==> config.mk <==
export PLATFORM = sky130hd
export DESIGN_NAME = wb_arbiter
export DESIGN_NICKNAME = d
export VERILOG_FILES = /design/src/rtl/jala_pkg.sv /design/src/rtl/wb_scoreboard.sv /design/src/rtl/wb_arbiter.sv
export SDC_FILE = /design/constraint.sdc
export NUM_CORES = 1
export LEC_CHECK = 0
export CAP_MARGIN = 30
export CORE_UTILIZATION = 50
export CTS_CLUSTER_SIZE = 24
export DETAILED_ROUTE_END_ITERATION = 10
export DONT_BUFFER_PORTS = 1
export PLACE_DENSITY = 0.63
export SLEW_MARGIN = 20
export SYNTH_ARGS = -nofsm -noshare
export SYNTH_HDL_FRONTEND = slang
export SYNTH_SLANG_ARGS = --single-unit
==> constraint.sdc <==
create_clock -name clk -period 6 [get_ports clk]
set_clock_uncertainty 0.05 [all_clocks]
set_input_delay 1.2 -clock clk [delete_from_list [all_inputs] [get_ports clk]]
set_output_delay 1.2 -clock clk [all_outputs]
set_load 0.02 [all_outputs]
==> src/rtl/jala_pkg.sv <==
// Shared core constants and the write-port source select type.
`default_nettype none

package jala_pkg;
    localparam int XLEN   = 32;
    localparam int REG_AW = 5;
    localparam int NREG   = 2 ** REG_AW;

    typedef enum logic [1:0] {
        SRC_NONE = 2'd0,
        SRC_ALU  = 2'd1,
        SRC_HOLD = 2'd2,
        SRC_LSU  = 2'd3
    } wb_src_e;
endpackage

`default_nettype wire

==> src/rtl/wb_scoreboard.sv <==
// Busy-register scoreboard: tracks pending long-latency writes and raises issue stall.
`default_nettype none

module wb_scoreboard #(
    parameter int REG_AW = jala_pkg::REG_AW
) (
    input  logic                     clk,
    input  logic                     rst_n,
    input  logic                     i_issue_valid,
    input  logic                     i_issue_long,
    input  logic [REG_AW-1:0]        i_issue_rd,
    input  logic [REG_AW-1:0]        i_read_addr1,
    input  logic [REG_AW-1:0]        i_read_addr2,
    input  logic                     i_clr_valid,
    input  logic [REG_AW-1:0]        i_clr_rd,
    input  logic                     i_fwd_valid,
    input  logic [REG_AW-1:0]        i_fwd_addr,
    output logic                     o_stall,
    output logic [(2**REG_AW)-1:0]   o_busy_mask
);
    localparam int NREG = 2 ** REG_AW;

    logic [NREG-1:0] r_busy;
    logic [NREG-1:0] w_busy_nxt;
    logic            w_hit1;
    logic            w_hit2;
    logic            w_hit_rd;
    logic            w_set;

    // A register being written this cycle is forwarded by the register file, so it never stalls.
    assign w_hit1   = (i_read_addr1 != '0) && r_busy[i_read_addr1] &&
                      !(i_fwd_valid && (i_fwd_addr == i_read_addr1));
    assign w_hit2   = (i_read_addr2 != '0) && r_busy[i_read_addr2] &&
                      !(i_fwd_valid && (i_fwd_addr == i_read_addr2));
    assign w_hit_rd = (i_issue_rd != '0) && r_busy[i_issue_rd] &&
                      !(i_fwd_valid && (i_fwd_addr == i_issue_rd));

    assign o_stall  = i_issue_valid && (w_hit1 || w_hit2 || w_hit_rd);
    assign w_set    = i_issue_valid && i_issue_long && (i_issue_rd != '0) && !o_stall;

    // Set is applied after clear so a coincident set/clear leaves the bit set.
    always_comb begin
        w_busy_nxt = r_busy;
        if (i_clr_valid) begin
            w_busy_nxt[i_clr_rd] = 1'b0;
        end
        if (w_set) begin
            w_busy_nxt[i_issue_rd] = 1'b1;
        end
        w_busy_nxt[0] = 1'b0;
    end

    always_ff @(posedge clk or negedge rst_n) begin
        if (!rst_n) begin
            r_busy <= '0;
        end else begin
            r_busy <= w_busy_nxt;
        end
    end

    assign o_busy_mask = r_busy;
endmodule

`default_nettype wire

==> src/rtl/wb_arbiter.sv <==
// Writeback arbiter: ALU/LSU result mux with one-entry LSU hold buffer and registered write port.
`default_nettype none

module wb_arbiter #(
    parameter int XLEN   = jala_pkg::XLEN,
    parameter int REG_AW = jala_pkg::REG_AW
) (
    input  logic                     clk,
    input  logic                     rst_n,
    input  logic                     issue_valid,
    input  logic                     issue_long,
    input  logic [REG_AW-1:0]        issue_rd,
    input  logic                     alu_valid,
    input  logic [REG_AW-1:0]        alu_rd,
    input  logic [XLEN-1:0]          alu_data,
    input  logic                     lsu_valid,
    input  logic [REG_AW-1:0]        lsu_rd,
    input  logic [XLEN-1:0]          lsu_data,
    output logic                     lsu_ready,
    input  logic [REG_AW-1:0]        read_addr1,
    input  logic [REG_AW-1:0]        read_addr2,
    output logic                     stall,
    output logic                     write_en,
    output logic [REG_AW-1:0]        write_addr,
    output logic [XLEN-1:0]          write_data,
    output logic [(2**REG_AW)-1:0]   busy_mask
);
    import jala_pkg::*;

    logic              r_rdy_en;
    logic              r_hold_valid;
    logic [REG_AW-1:0] r_hold_rd;
    logic [XLEN-1:0]   r_hold_data;
    logic              r_wen;
    logic [REG_AW-1:0] r_waddr;
    logic [XLEN-1:0]   r_wdata;

    wb_src_e           w_src;
    logic [REG_AW-1:0] w_sel_rd;
    logic [XLEN-1:0]   w_sel_data;
    logic              w_lsu_acc;
    logic              w_hold_cap;
    logic              w_clr_valid;

    // r_rdy_en keeps lsu_ready low until the first edge after reset release.
    assign lsu_ready   = r_rdy_en && !r_hold_valid;
    assign w_lsu_acc   = lsu_valid && lsu_ready;
    assign w_hold_cap  = w_lsu_acc && alu_valid;
    assign w_clr_valid = ((w_src == SRC_HOLD) || (w_src == SRC_LSU)) && (w_sel_rd != '0);

    always_comb begin
        w_src      = SRC_NONE;
        w_sel_rd   = '0;
        w_sel_data = '0;
        if (alu_valid) begin
            w_src      = SRC_ALU;
            w_sel_rd   = alu_rd;
            w_sel_data = alu_data;
        end else if (r_hold_valid) begin
            w_src      = SRC_HOLD;
            w_sel_rd   = r_hold_rd;
            w_sel_data = r_hold_data;
        end else if (w_lsu_acc) begin
            w_src      = SRC_LSU;
            w_sel_rd   = lsu_rd;
            w_sel_data = lsu_data;
        end
    end

    always_ff @(posedge clk or negedge rst_n) begin
        if (!rst_n) begin
            r_rdy_en     <= 1'b0;
            r_hold_valid <= 1'b0;
            r_hold_rd    <= '0;
            r_hold_data  <= '0;
        end else begin
            r_rdy_en <= 1'b1;
            if (w_hold_cap) begin
                r_hold_valid <= 1'b1;
                r_hold_rd    <= lsu_rd;
                r_hold_data  <= lsu_data;
            end else if (w_src == SRC_HOLD) begin
                r_hold_valid <= 1'b0;
            end
        end
    end

    // Writes to register 0 are consumed without touching the register file.
    always_ff @(posedge clk or negedge rst_n) begin
        if (!rst_n) begin
            r_wen   <= 1'b0;
            r_waddr <= '0;
            r_wdata <= '0;
        end else begin
            r_wen <= (w_src != SRC_NONE) && (w_sel_rd != '0);
            if ((w_src != SRC_NONE) && (w_sel_rd != '0)) begin
                r_waddr <= w_sel_rd;
                r_wdata <= w_sel_data;
            end
        end
    end

    assign write_en   = r_wen;
    assign write_addr = r_waddr;
    assign write_data = r_wdata;

    wb_scoreboard #(
        .REG_AW (REG_AW)
    ) u_scoreboard (
        .clk           (clk),
        .rst_n         (rst_n),
        .i_issue_valid (issue_valid),
        .i_issue_long  (issue_long),
        .i_issue_rd    (issue_rd),
        .i_read_addr1  (read_addr1),
        .i_read_addr2  (read_addr2),
        .i_clr_valid   (w_clr_valid),
        .i_clr_rd      (w_sel_rd),
        .i_fwd_valid   (r_wen),
        .i_fwd_addr    (r_waddr),
        .o_stall       (stall),
        .o_busy_mask   (busy_mask)
    );
endmodule

`default_nettype wire
==> reports/qor.csv, run 1 <==
stage,metric,value,unit
detailed_routing,route.detailed.drc,0,
detailed_routing,top_layer_used,met4,
synth,synth_cell_type_count,55,
final_layout,post_layout_util,54.6,%
detailed_routing,drt.antenna.violating_nets,0,
floorplan,fp.coreArea,0.0122,sq mm
timing,timing.fmax,248,MHz
critical_path,crit_path_start_kind,input port,
synth,postSynth.asyncResetShare,100,%
detailed_routing,drt-vias-per-instance,6.40,
timing,final.setup.tns,0,ns
critical_path,timing.critical_path.arrival,2.78,ns
detailed_routing,detailedRoute.firstPassIterationCount,5,
placed_design,place_ws,1.98,ns
detailed_routing,met2_layer_wire_length_in_the_routed_design,8110,microns
critical_path,crit_type,input port to output pin,
timing,min_period_over_period,67.2,%
cts,cts.sink_count,108,
floorplan,dieHeight,114,microns
detailed_routing,num_vias,4877,
grt,grt.total_usage,26.6,%
synth,ys.warnings.count,0,
timing,final_max_slew_viol_count,0,
cts,tritoncts,yes,
power,report.power.total,1.93,mW
floorplan,starting_density_of_the_core,52.0,%
run_status,outcome,"finished, final reports clean",
critical_path,worstPathMaxFanout,14,
synth,yosys-top-cells-area,"sky130_fd_sc_hd__dfrtp_1, sky130_fd_sc_hd__mux2_2, sky130_fd_sc_hd__mux4_2",
power,vdd_ir_drop_max,0.000182,V
synth,synth_most_common_cell,sky130_fd_sc_hd__dfrtp_1,
synth,synth_flop_cell,sky130_fd_sc_hd__dfrtp_1,
placed_design,placement.cell_area,0.00633,sq mm
placed_design,number_of_buffers_inserted_by_port_buffering,0,
final_layout,final-seq-area,0.00270,sq mm
final_layout,antenna_cells_inserted,0,
critical_path,worst_setup_path_end_kind,output pin,
critical_path,cp.required,4.75,ns
floorplan,chipWidth,114,microns
timing,max_slew_margin,61.6,%
floorplan,pin_count,167,
final_layout,filler_cell_count,1115,
detailed_routing,met1_length,7050,microns
cts,clk-insertion-delay-late,0.35,ns
grt,first_global_vias,4876,
timing,fin_ws,1.97,ns
synth,yosys-top-cells-count,"sky130_fd_sc_hd__dfrtp_1, sky130_fd_sc_hd__nand2_1, sky130_fd_sc_hd__o21ai_0, sky130_fd_sc_hd__mux2_2, sky130_fd_sc_hd__a22oi_1",
synth,synth_area_per_cell,10.2,sq um
detailed_routing,route.final.wire_length,17000,microns
placed_design,dpl.cell_count,745,
timing,hold_ws,0.462,ns
cts,clock_root_cell,sky130_fd_sc_hd__clkbuf_16,
grt,grt_first_pass_wirelength,26700,microns
cts,post-cts-setup-buffer-count,0,
power,leakagePower,2.69,nW
grt,largest_net_degree_at_the_start_of_global_routing,109,
synth,synthesis.instances,620,
final_layout,postLayoutCellArea,0.00664,sq mm
cts,number_of_gates_resized_after_cts,0,
final_layout,final_layout_size_suffix_gt1_share,19.5,%
final_layout,fin_nets,684,
power,power_per_cell_area,291,mW/mm^2
synth,syn-cell-area,0.00632,sq mm
hold_path,holdCritPathClass,flip-flop to flip-flop,
synth,ys_seq_elements,108,
timing,worst_slew_pin_slew,0.562,ns
synth,synthDominantCellAreaShare,42.8,%
detailed_routing,drtIter0Drc,367,
final_layout,multiInputGateArea,0.00334,sq mm
placed_design,detailed_place_hpwl,11900,microns
final_layout,area_growth,4.97,%
floorplan,dieArea,0.0131,sq mm
cts,cts.reportedPaths.clkPinSlew,0.06,ns
synth,syn_nets,715,
floorplan,floorplan.rows,40,
synth,ys_seq_area_share,42.8,%
cts,tritoncts.num_buffers,9,
detailed_routing,met3RoutedLength,1470,microns
detailed_routing,wl_per_cell,22.3,microns
synth,synth_largest_area_cell,sky130_fd_sc_hd__dfrtp_1,
grt,grt_antenna_before_repair,0,
timing,period_minus_slack,4.03,ns
timing,report.final.hold_viol_count,0,
timing,finalSetupViolations,0,
final_layout,instances_no_fill,762,
cts,cts_htree_levels,3,
placed_design,globalplace.congestion,0.940,
flow_run,drv_cap,0,
cts,clk_path_buf_depth,2,
cts,ctsHoldBuffers,0,
grt,grt.overflow.total,0,
synth,synth-edff-count,0,
timing,unrepaired_setup_endpoints_after_global_routing,false,
==> kinds of logic after synthesis <==
family	share of synthesized area, %
DFF	42.8
buffers and inverters	4.49
and+or+nand+nor	12.2
other	0.119
muxes	21.4
AOI/OAI and AO/OA	17.0
xor gates and xnor gates	1.94
==> sequential cells by signal, indices dropped and copies added (netlist names) <==
name and count:
r_hold_valid 1, write_data 32, r_hold_data 32, r_rdy_en 1
write_addr 5, write_en 1, r_hold_rd 5, u_scoreboard.o_busy_mask 31
==> worst paths after layout <==
kind,from,depth (start not counted),end,slack (ns)
worst min register to register,r_hold_data[11],1,r_hold_data[11],0.46
worst min-delay path,r_hold_data[11],1,r_hold_data[11],0.46
min in group asynchronous,rst_n,0,r_hold_data[17],0.49
worst max-delay path,issue_rd[2],6,stall,1.97
max in group asynchronous,rst_n,0,r_hold_data[11],5.26
worst max register to register,r_hold_valid,7,write_data[15],3.29
==> critical path, cell delays in order <==
cell,delay (ns)
sky130_fd_sc_hd__or3b_1,0.43
sky130_fd_sc_hd__o22a_1,0.23
sky130_fd_sc_hd__o2111ai_1,0.18
sky130_fd_sc_hd__and4b_1,0.22
sky130_fd_sc_hd__o32ai_2,0.23
sky130_fd_sc_hd__o21a_1,0.29
==> routing by layer <==
| layer | global-route usage, % | up-vias |
|---|---|---|
| met3 | 6.72 | 34 |
| met5 | 0 | - |
| li1 | - | 2208 |
| met2 | 42.2 | 203 |
| met4 | 11.6 | 0 |
| met1 | 34.8 | 2432 |
==> placed cells by master, fill, tap and decap left out, drive strengths merged, types with 3 or more instances in the layout <==
cell type	instances
a2111oi	3
a21oi	4
a22o	4
a22oi	36
a31oi	3
and3b	4
buf	6
clkbuf	12
clkinv	4
dfrtp	108
inv	9
mux2	73
mux2i	12
mux4	16
nand2	73
nand2b	4
nand3	13
nand3b	4
nand4	3
nor2	32
nor2b	3
nor3	7
nor4	3
o21a	3
o21ai	100
o221ai	4
o22ai	3
or2	5
or3	3
xnor2	6
xor2	8
==> power by group <==
group          leakage [nW]  switching, mW  internal, mW
clock                 0.142          0.259         0.303
sequential             1.36          0.202         0.842
combinational          1.19          0.144         0.183
==> cell type report <==
class	instances	share of cell area (%)
multi-input cells	455	50.3
flip-flops and latches	108	40.7
clock buffers	12	3.87
well taps	168	3.17
repair buffers	6	1.06
inverters	9	0.509
clock inverters	4	0.358
(Power assumes the default switching activity.)
==> run 2, diff against run 1 <==
- PLACE_DENSITY: 0.63 -> 0.66
- clock period: 6 -> 3.26 ns (I/O delays scaled with it)
==> reports/qor.csv, run 2 (synthesized netlist as in run 1, its figures left out) <==
stage,metric,value,unit,change
floorplan,chipWidth,114,microns,unchanged
grt,gr-usage-met1,34.5,%,was 34.8%
detailed_routing,num_vias,4939,,was 4877
floorplan,dieArea,0.0131,sq mm,unchanged
power,cellInternalPower,2.60,mW,was 1.33 mW
power,vdd_ir_drop_max,0.000445,V,was 0.000182 V
critical_path,crit_path_start_kind,flip-flop,,was input port
placed_design,globalplace.congestion,0.931,,was 0.940
cts,number_of_gates_resized_after_cts,0,,unchanged
critical_path,cp_num_buf_inv,0,,unchanged
cts,tritoncts.num_buffers,9,,unchanged
power,seqPwrFrac,51.0,%,was 54.0%
final_layout,area_growth,6.39,%,was 4.97%
cts,cts.sink_count,108,,unchanged
floorplan,pin_count,167,,unchanged
cts,clock_root_cell,sky130_fd_sc_hd__clkbuf_16,,unchanged
power,p_sw_share,30.9,%,was 31.3%
timing,min_period_over_period,96.0,%,
grt,met3_resource_use_gr,6.67,%,was 6.72%
critical_path,cp.required,2.56,ns,was 4.75 ns
final_layout,fin_nets,690,,was 684
cts,ctsHoldBuffers,1,,was 0
placed_design,detailed_place_hpwl,12300,microns,was 11900 microns
grt,largest_net_degree_at_the_start_of_global_routing,109,,unchanged
floorplan,fp.coreArea,0.0122,sq mm,unchanged
grt,grt_antenna_before_repair,0,,unchanged
critical_path,timing.critical_path.arrival,2.43,ns,was 2.78 ns
final_layout,final_layout_size_suffix_gt1_share,20.3,%,was 19.5%
final_layout,filler_cell_count,1071,,was 1115
timing,report.final.hold_viol_count,0,,unchanged
floorplan,dieHeight,114,microns,unchanged
cts,cts.reportedPaths.clkPinSlew,0.07,ns,was 0.06 ns
flow_run,drv_cap,0,,unchanged
critical_path,worstPathMaxFanout,5,,was 14
timing,period_minus_slack,3.13,ns,
power,leakagePower,2.74,nW,was 2.69 nW
timing,fin_ws,0.129,ns,was 1.97 ns
final_layout,leading_cell_type_in_the_layout_fill_and_taps_excluded,sky130_fd_sc_hd__dfrtp_1,,unchanged
critical_path,max_stage_delay,0.52,ns,was 0.43 ns
detailed_routing,drtIter0Drc,390,,was 367
detailed_routing,detailedRoute.firstPassIterationCount,5,,unchanged
timing,max_slew_margin,58.8,%,was 61.6%
floorplan,floorplan.rows,40,,unchanged
cts,tritoncts,yes,,unchanged
detailed_routing,drt.antenna.violating_nets,0,,unchanged
critical_path,crit_start,u_scoreboard.o_busy_mask[7],,was issue_rd[2]
timing,unrepaired_setup_endpoints_after_global_routing,false,,unchanged
timing,timing.fmax,319,MHz,
grt,grt.overflow.total,0,,unchanged
floorplan,starting_density_of_the_core,52.0,%,unchanged
grt,first_global_vias,4909,,was 4876
final_layout,post_layout_util,55.3,%,was 54.6%
cts,clk_path_buf_depth,2,,unchanged
critical_path,cp_cell_sequence,mux4_2 -> a32oi_1 -> o2111ai_1 -> and4b_1 -> o32ai_2 -> o21a_1,,was or3b_1 -> o22a_1 -> o2111ai_1 -> and4b_1 -> o32ai_2 -> o21a_1
detailed_routing,drt-vias-per-instance,6.43,,was 6.40
cts,post-cts-setup-buffer-count,0,,unchanged
cts,cts_htree_levels,3,,unchanged
detailed_routing,route.final.wire_length,17100,microns,was 17000 microns
timing,worst_slew_pin_slew,0.602,ns,was 0.562 ns
detailed_routing,wl_per_cell,22.3,microns,about the same
critical_path,cpMaxStageDelayCell,sky130_fd_sc_hd__dfrtp_1,,was sky130_fd_sc_hd__or3b_1
power,p_comb_share,17.1,%,was 16.9%
timing,final_max_slew_viol_count,0,,unchanged
grt,grt.total_usage,26.9,%,was 26.6%
grt,groute.layer.met2.usage,43.5,%,was 42.2%
final_layout,final_cell_mix,"sky130_fd_sc_hd__dfrtp_1, sky130_fd_sc_hd__nand2_1, sky130_fd_sc_hd__o21ai_0",,unchanged
critical_path,ff2ff_setup_slack,0.74,ns,was 3.29 ns
power,net-switching-power,1.16,mW,was 605 uW
critical_path,timing.critical_path.max_delay_family,compound AO/OA/AOI/OAI gates,,unchanged
critical_path,worst_setup_path_end_kind,output pin,,unchanged
placed_design,number_of_buffers_inserted_by_port_buffering,0,,unchanged
cts,clk-insertion-delay-late,0.35,ns,about the same
critical_path,crit_type,flip-flop to output pin,,was input port to output pin
power,power.share.clock,31.9,%,was 29.1%
final_layout,antenna_cells_inserted,0,,unchanged
power,power_per_cell_area,558,mW/mm^2,was 291 mW/mm^2
placed_design,place_ws,0.338,ns,was 1.98 ns
critical_path,rr_startpoint,r_hold_valid,,unchanged
timing,finalSetupViolations,0,,unchanged
run_status,outcome,"finished, final reports clean",,unchanged
grt,global_route.peak_usage_layer,met2,,unchanged
grt,grt_first_pass_wirelength,26500,microns,was 26700 microns
timing,final.setup.tns,0,ns,unchanged
detailed_routing,route.detailed.drc,0,,unchanged
hold_path,holdCritPathClass,input port to async pin,,was flip-flop to flip-flop
==> run 2: through the flow <==
stage	cells	hold WS [ns]	cell area, sq um	total power, mW
6_report	768	0.198	6730	3.75
5_1_grt	768	0.238	6730	3.90
4_1_cts	768	0.215	6730	3.78
3_5_place_dp	751	0.309	6360	2.55
3_3_place_gp	751	0.309	6360	2.52
2_1_floorplan	620	0.306	6320	2.40
==> run 2: final cells by class <==
type | count | area [sq um] | share of cell area [%]
sequential | 108 | 2700 | 40.2
clock inverter | 2 | 38.8 | 0.577
clock buffer | 14 | 294 | 4.37
inverter | 9 | 33.8 | 0.502
multi-input combinational | 455 | 3340 | 49.6
timing repair buffer | 12 | 110 | 1.64
tap | 168 | 210 | 3.13
==> run 2: path summary, 6_finish.rpt <==
check / cells after the start / end
min in group clk: 2 / write_addr[4]
worst max-delay path: 6 / stall
worst min-delay path: 1 / r_hold_rd[3]
worst min register to register: 1 / r_hold_data[25]
worst max register to register: 7 / write_data[13]
max in group asynchronous: 1 / u_scoreboard.o_busy_mask[11]
==> run 2: power by group through the flow <==
stage | registers, mW | logic (mW) | clock network (mW)
after floorplan | 1.84 | 0.557 | 0
after global placement | 1.92 | 0.596 | 0
after detailed placement | 1.93 | 0.614 | 0
after CTS | 1.91 | 0.648 | 1.22
after global routing | 1.94 | 0.706 | 1.26
final | 1.91 | 0.643 | 1.20
==> run 2: worst register-to-register path, stage by stage, from the launching register on <==
cell and delay [ns]:
sky130_fd_sc_hd__dfrtp_1 0.39, sky130_fd_sc_hd__and3b_1 0.32, sky130_fd_sc_hd__buf_4 0.40, sky130_fd_sc_hd__a22oi_1 0.23, sky130_fd_sc_hd__nand3b_1 0.14, sky130_fd_sc_hd__a21o_2 0.14, sky130_fd_sc_hd__buf_4 0.33, sky130_fd_sc_hd__mux2_2 0.40
==> run 2: metal layers <==
layer	vias to the layer above	part of all wire [%]
met5	-	0
met1	2487	40
met4	0	2.4
li1	2217	-
met3	33	8.1
met2	202	49
==> run 3, diff against run 2 <==
- CORE_UTILIZATION: 50 -> 58
- PLACE_DENSITY: 0.66 -> 0.74
==> reports/qor.csv, run 3 (synthesized netlist as in run 1, its figures left out) <==
stage,metric,value,unit,change
run_status,outcome,"finished, final reports clean",,unchanged
cts,clock_root_cell,sky130_fd_sc_hd__clkbuf_8,,was sky130_fd_sc_hd__clkbuf_16
critical_path,timing.critical_path.arrival,2.41,ns,was 2.43 ns
cts,tritoncts,yes,,unchanged
timing,max_slew_margin,57.1,%,was 58.8%
cts,tritoncts.num_buffers,9,,unchanged
floorplan,pin_count,167,,unchanged
floorplan,dieHeight,106,microns,was 114 microns
final_layout,filler_cell_count,892,,was 1071
critical_path,cp_cell_sequence,mux4_2 -> a32oi_1 -> o2111ai_1 -> and4b_1 -> o32ai_2 -> o21a_1,,unchanged
grt,largest_net_degree_at_the_start_of_global_routing,109,,unchanged
cts,cts.sink_count,108,,unchanged
final_layout,fin_nets,687,,was 690
power,leakagePower,2.66,nW,was 2.74 nW
grt,first_global_vias,5012,,was 4909
placed_design,globalplace.congestion,0.984,,was 0.931
grt,grt.overflow.total,0,,unchanged
grt,grt_first_pass_wirelength,26500,microns,about the same
power,vdd_ir_drop_max,0.000317,V,was 0.000445 V
placed_design,detailed_place_hpwl,12000,microns,was 12300 microns
floorplan,starting_density_of_the_core,60.4,%,was 52.0%
final_layout,antenna_cells_inserted,0,,unchanged
power,power_per_cell_area,518,mW/mm^2,was 558 mW/mm^2
cts,clk_path_buf_depth,2,,unchanged
floorplan,dieArea,0.0113,sq mm,was 0.0131 sq mm
detailed_routing,num_vias,4952,,was 4939
cts,cts_htree_levels,3,,unchanged
timing,unrepaired_setup_endpoints_after_global_routing,false,,unchanged
timing,hold_ws,0.154,ns,was 0.198 ns
critical_path,cp.required,2.56,ns,about the same
detailed_routing,drt.antenna.violating_nets,0,,unchanged
detailed_routing,drt-vias-per-instance,6.76,,was 6.43
floorplan,floorplan.rows,37,,was 40
floorplan,chipWidth,106,microns,was 114 microns
grt,grt_antenna_before_repair,0,,unchanged
critical_path,crit_type,flip-flop to output pin,,unchanged
timing,final_max_slew_viol_count,0,,unchanged
final_layout,final_layout_size_suffix_gt1_share,19.6,%,was 20.3%
detailed_routing,route.detailed.drc,0,,unchanged
hold_path,holdCritPathClass,input port to async pin,,unchanged
critical_path,cpMaxStageDelayCell,sky130_fd_sc_hd__dfrtp_1,,unchanged
critical_path,cp_num_buf_inv,0,,unchanged
critical_path,worst_setup_path_end_kind,output pin,,unchanged
critical_path,worstPathMaxFanout,5,,unchanged
detailed_routing,drtIter0Drc,497,,was 390
timing,period_minus_slack,3.11,ns,was 3.13 ns
timing,finalSetupViolations,0,,unchanged
timing,worst_slew_pin_slew,0.627,ns,was 0.602 ns
final_layout,leading_cell_type_in_the_layout_fill_and_taps_excluded,sky130_fd_sc_hd__dfrtp_1,,unchanged
critical_path,timing.critical_path.max_delay_family,compound AO/OA/AOI/OAI gates,,unchanged
timing,report.final.hold_viol_count,0,,unchanged
timing,timing.fmax,321,MHz,was 319 MHz
placed_design,number_of_buffers_inserted_by_port_buffering,0,,unchanged
flow_run,drv_cap,0,,unchanged
detailed_routing,wl_per_cell,22.9,microns,was 22.3 microns
detailed_routing,detailedRoute.firstPassIterationCount,5,,unchanged
timing,final.setup.tns,0,ns,unchanged
critical_path,crit_path_start_kind,flip-flop,,unchanged
detailed_routing,route.final.wire_length,16800,microns,was 17100 microns
grt,grt.total_usage,30.6,%,was 26.9%
floorplan,fp.coreArea,0.0105,sq mm,was 0.0122 sq mm
cts,clk-insertion-delay-late,0.38,ns,was 0.35 ns
critical_path,max_stage_delay,0.52,ns,about the same
cts,cts.reportedPaths.clkPinSlew,0.11,ns,was 0.07 ns
final_layout,area_growth,3.54,%,was 6.39%
final_layout,final_cell_mix,"sky130_fd_sc_hd__dfrtp_1, sky130_fd_sc_hd__nand2_1, sky130_fd_sc_hd__o21ai_0",,unchanged
timing,min_period_over_period,95.5,%,was 96.0%
[run 3: changes by cell type in the layout (fill, tap and decap cells not counted)]
cell                         delta
sky130_fd_sc_hd__inv_8          +1
sky130_fd_sc_hd__buf_12         +1
sky130_fd_sc_hd__clkbuf_16      -9
sky130_fd_sc_hd__clkbuf_1       +2
sky130_fd_sc_hd__buf_4          -4
sky130_fd_sc_hd__clkbuf_8       +5
sky130_fd_sc_hd__clkinvlp_4     +1
[run 3: final cells by class]
type / instances / area, sq um / area share [%]
well taps: 136 / 170 / 2.60
multi-input cells: 455 / 3340 / 51.0
clock inverters: 4 / 57.6 / 0.879
repair buffers: 9 / 100 / 1.53
inverters: 9 / 33.8 / 0.516
flip-flops and latches: 108 / 2700 / 41.3
clock buffers: 12 / 145 / 2.22
[run 3: routing by layer]
| metal | share of wire, % | wire length (microns) | global-route usage [%] |
|---|---|---|---|
| met1 | 41 | 6830 | 39.3 |
| met5 | 0 | 0 | 0 |
| met3 | 8.9 | 1490 | 7.73 |
| met4 | 2.3 | 378 | 12.9 |
| met2 | 48 | 8060 | 49.3 |
[run 3: repair_timing]
action	CTS	global route
setup buffers	0	0
hold buffers	1	0
hold endpoints to repair	108	0
resized for setup	0	0
[run 3: through the flow]
step           utilization [%]  cell area [sq um]  power (mW)  worst slack [ns]  cells
2_1_floorplan                -               6320        2.40             0.304    620
3_3_place_gp              60.4               6310        2.51             0.340    716
3_5_place_dp              60.4               6310        2.54             0.340    716
4_1_cts                   62.6               6550        3.41             0.113    733
5_1_grt                   62.6               6550        3.54            0.0406    733
6_report                  62.6               6550        3.39             0.146    733
[run 3: where the power goes]
part	internal (mW)	leakage, nW	switching [mW]	total (mW)
Combinational	0.340	1.21	0.295	0.635
Sequential	1.55	1.36	0.367	1.91
Clock	0.384	0.0987	0.460	0.844
Total	2.27	2.66	1.12	3.39
[run 3: path summary, 6_finish.rpt]
path                                             start                           end  slack, ns  depth (start not counted)
setup / recovery           u_scoreboard.o_busy_mask[6]                         stall       0.15                          6
max in group asynchronous                        rst_n  u_scoreboard.o_busy_mask[31]       2.60                          1
hold reg to reg                           r_hold_rd[2]                  r_hold_rd[2]       0.47                          1
min in group clk                             alu_rd[4]                 write_addr[4]       0.34                          2
setup reg to reg                          r_hold_valid                 write_data[1]       0.70                          7
hold / removal                                   rst_n               r_hold_data[24]       0.15                          1
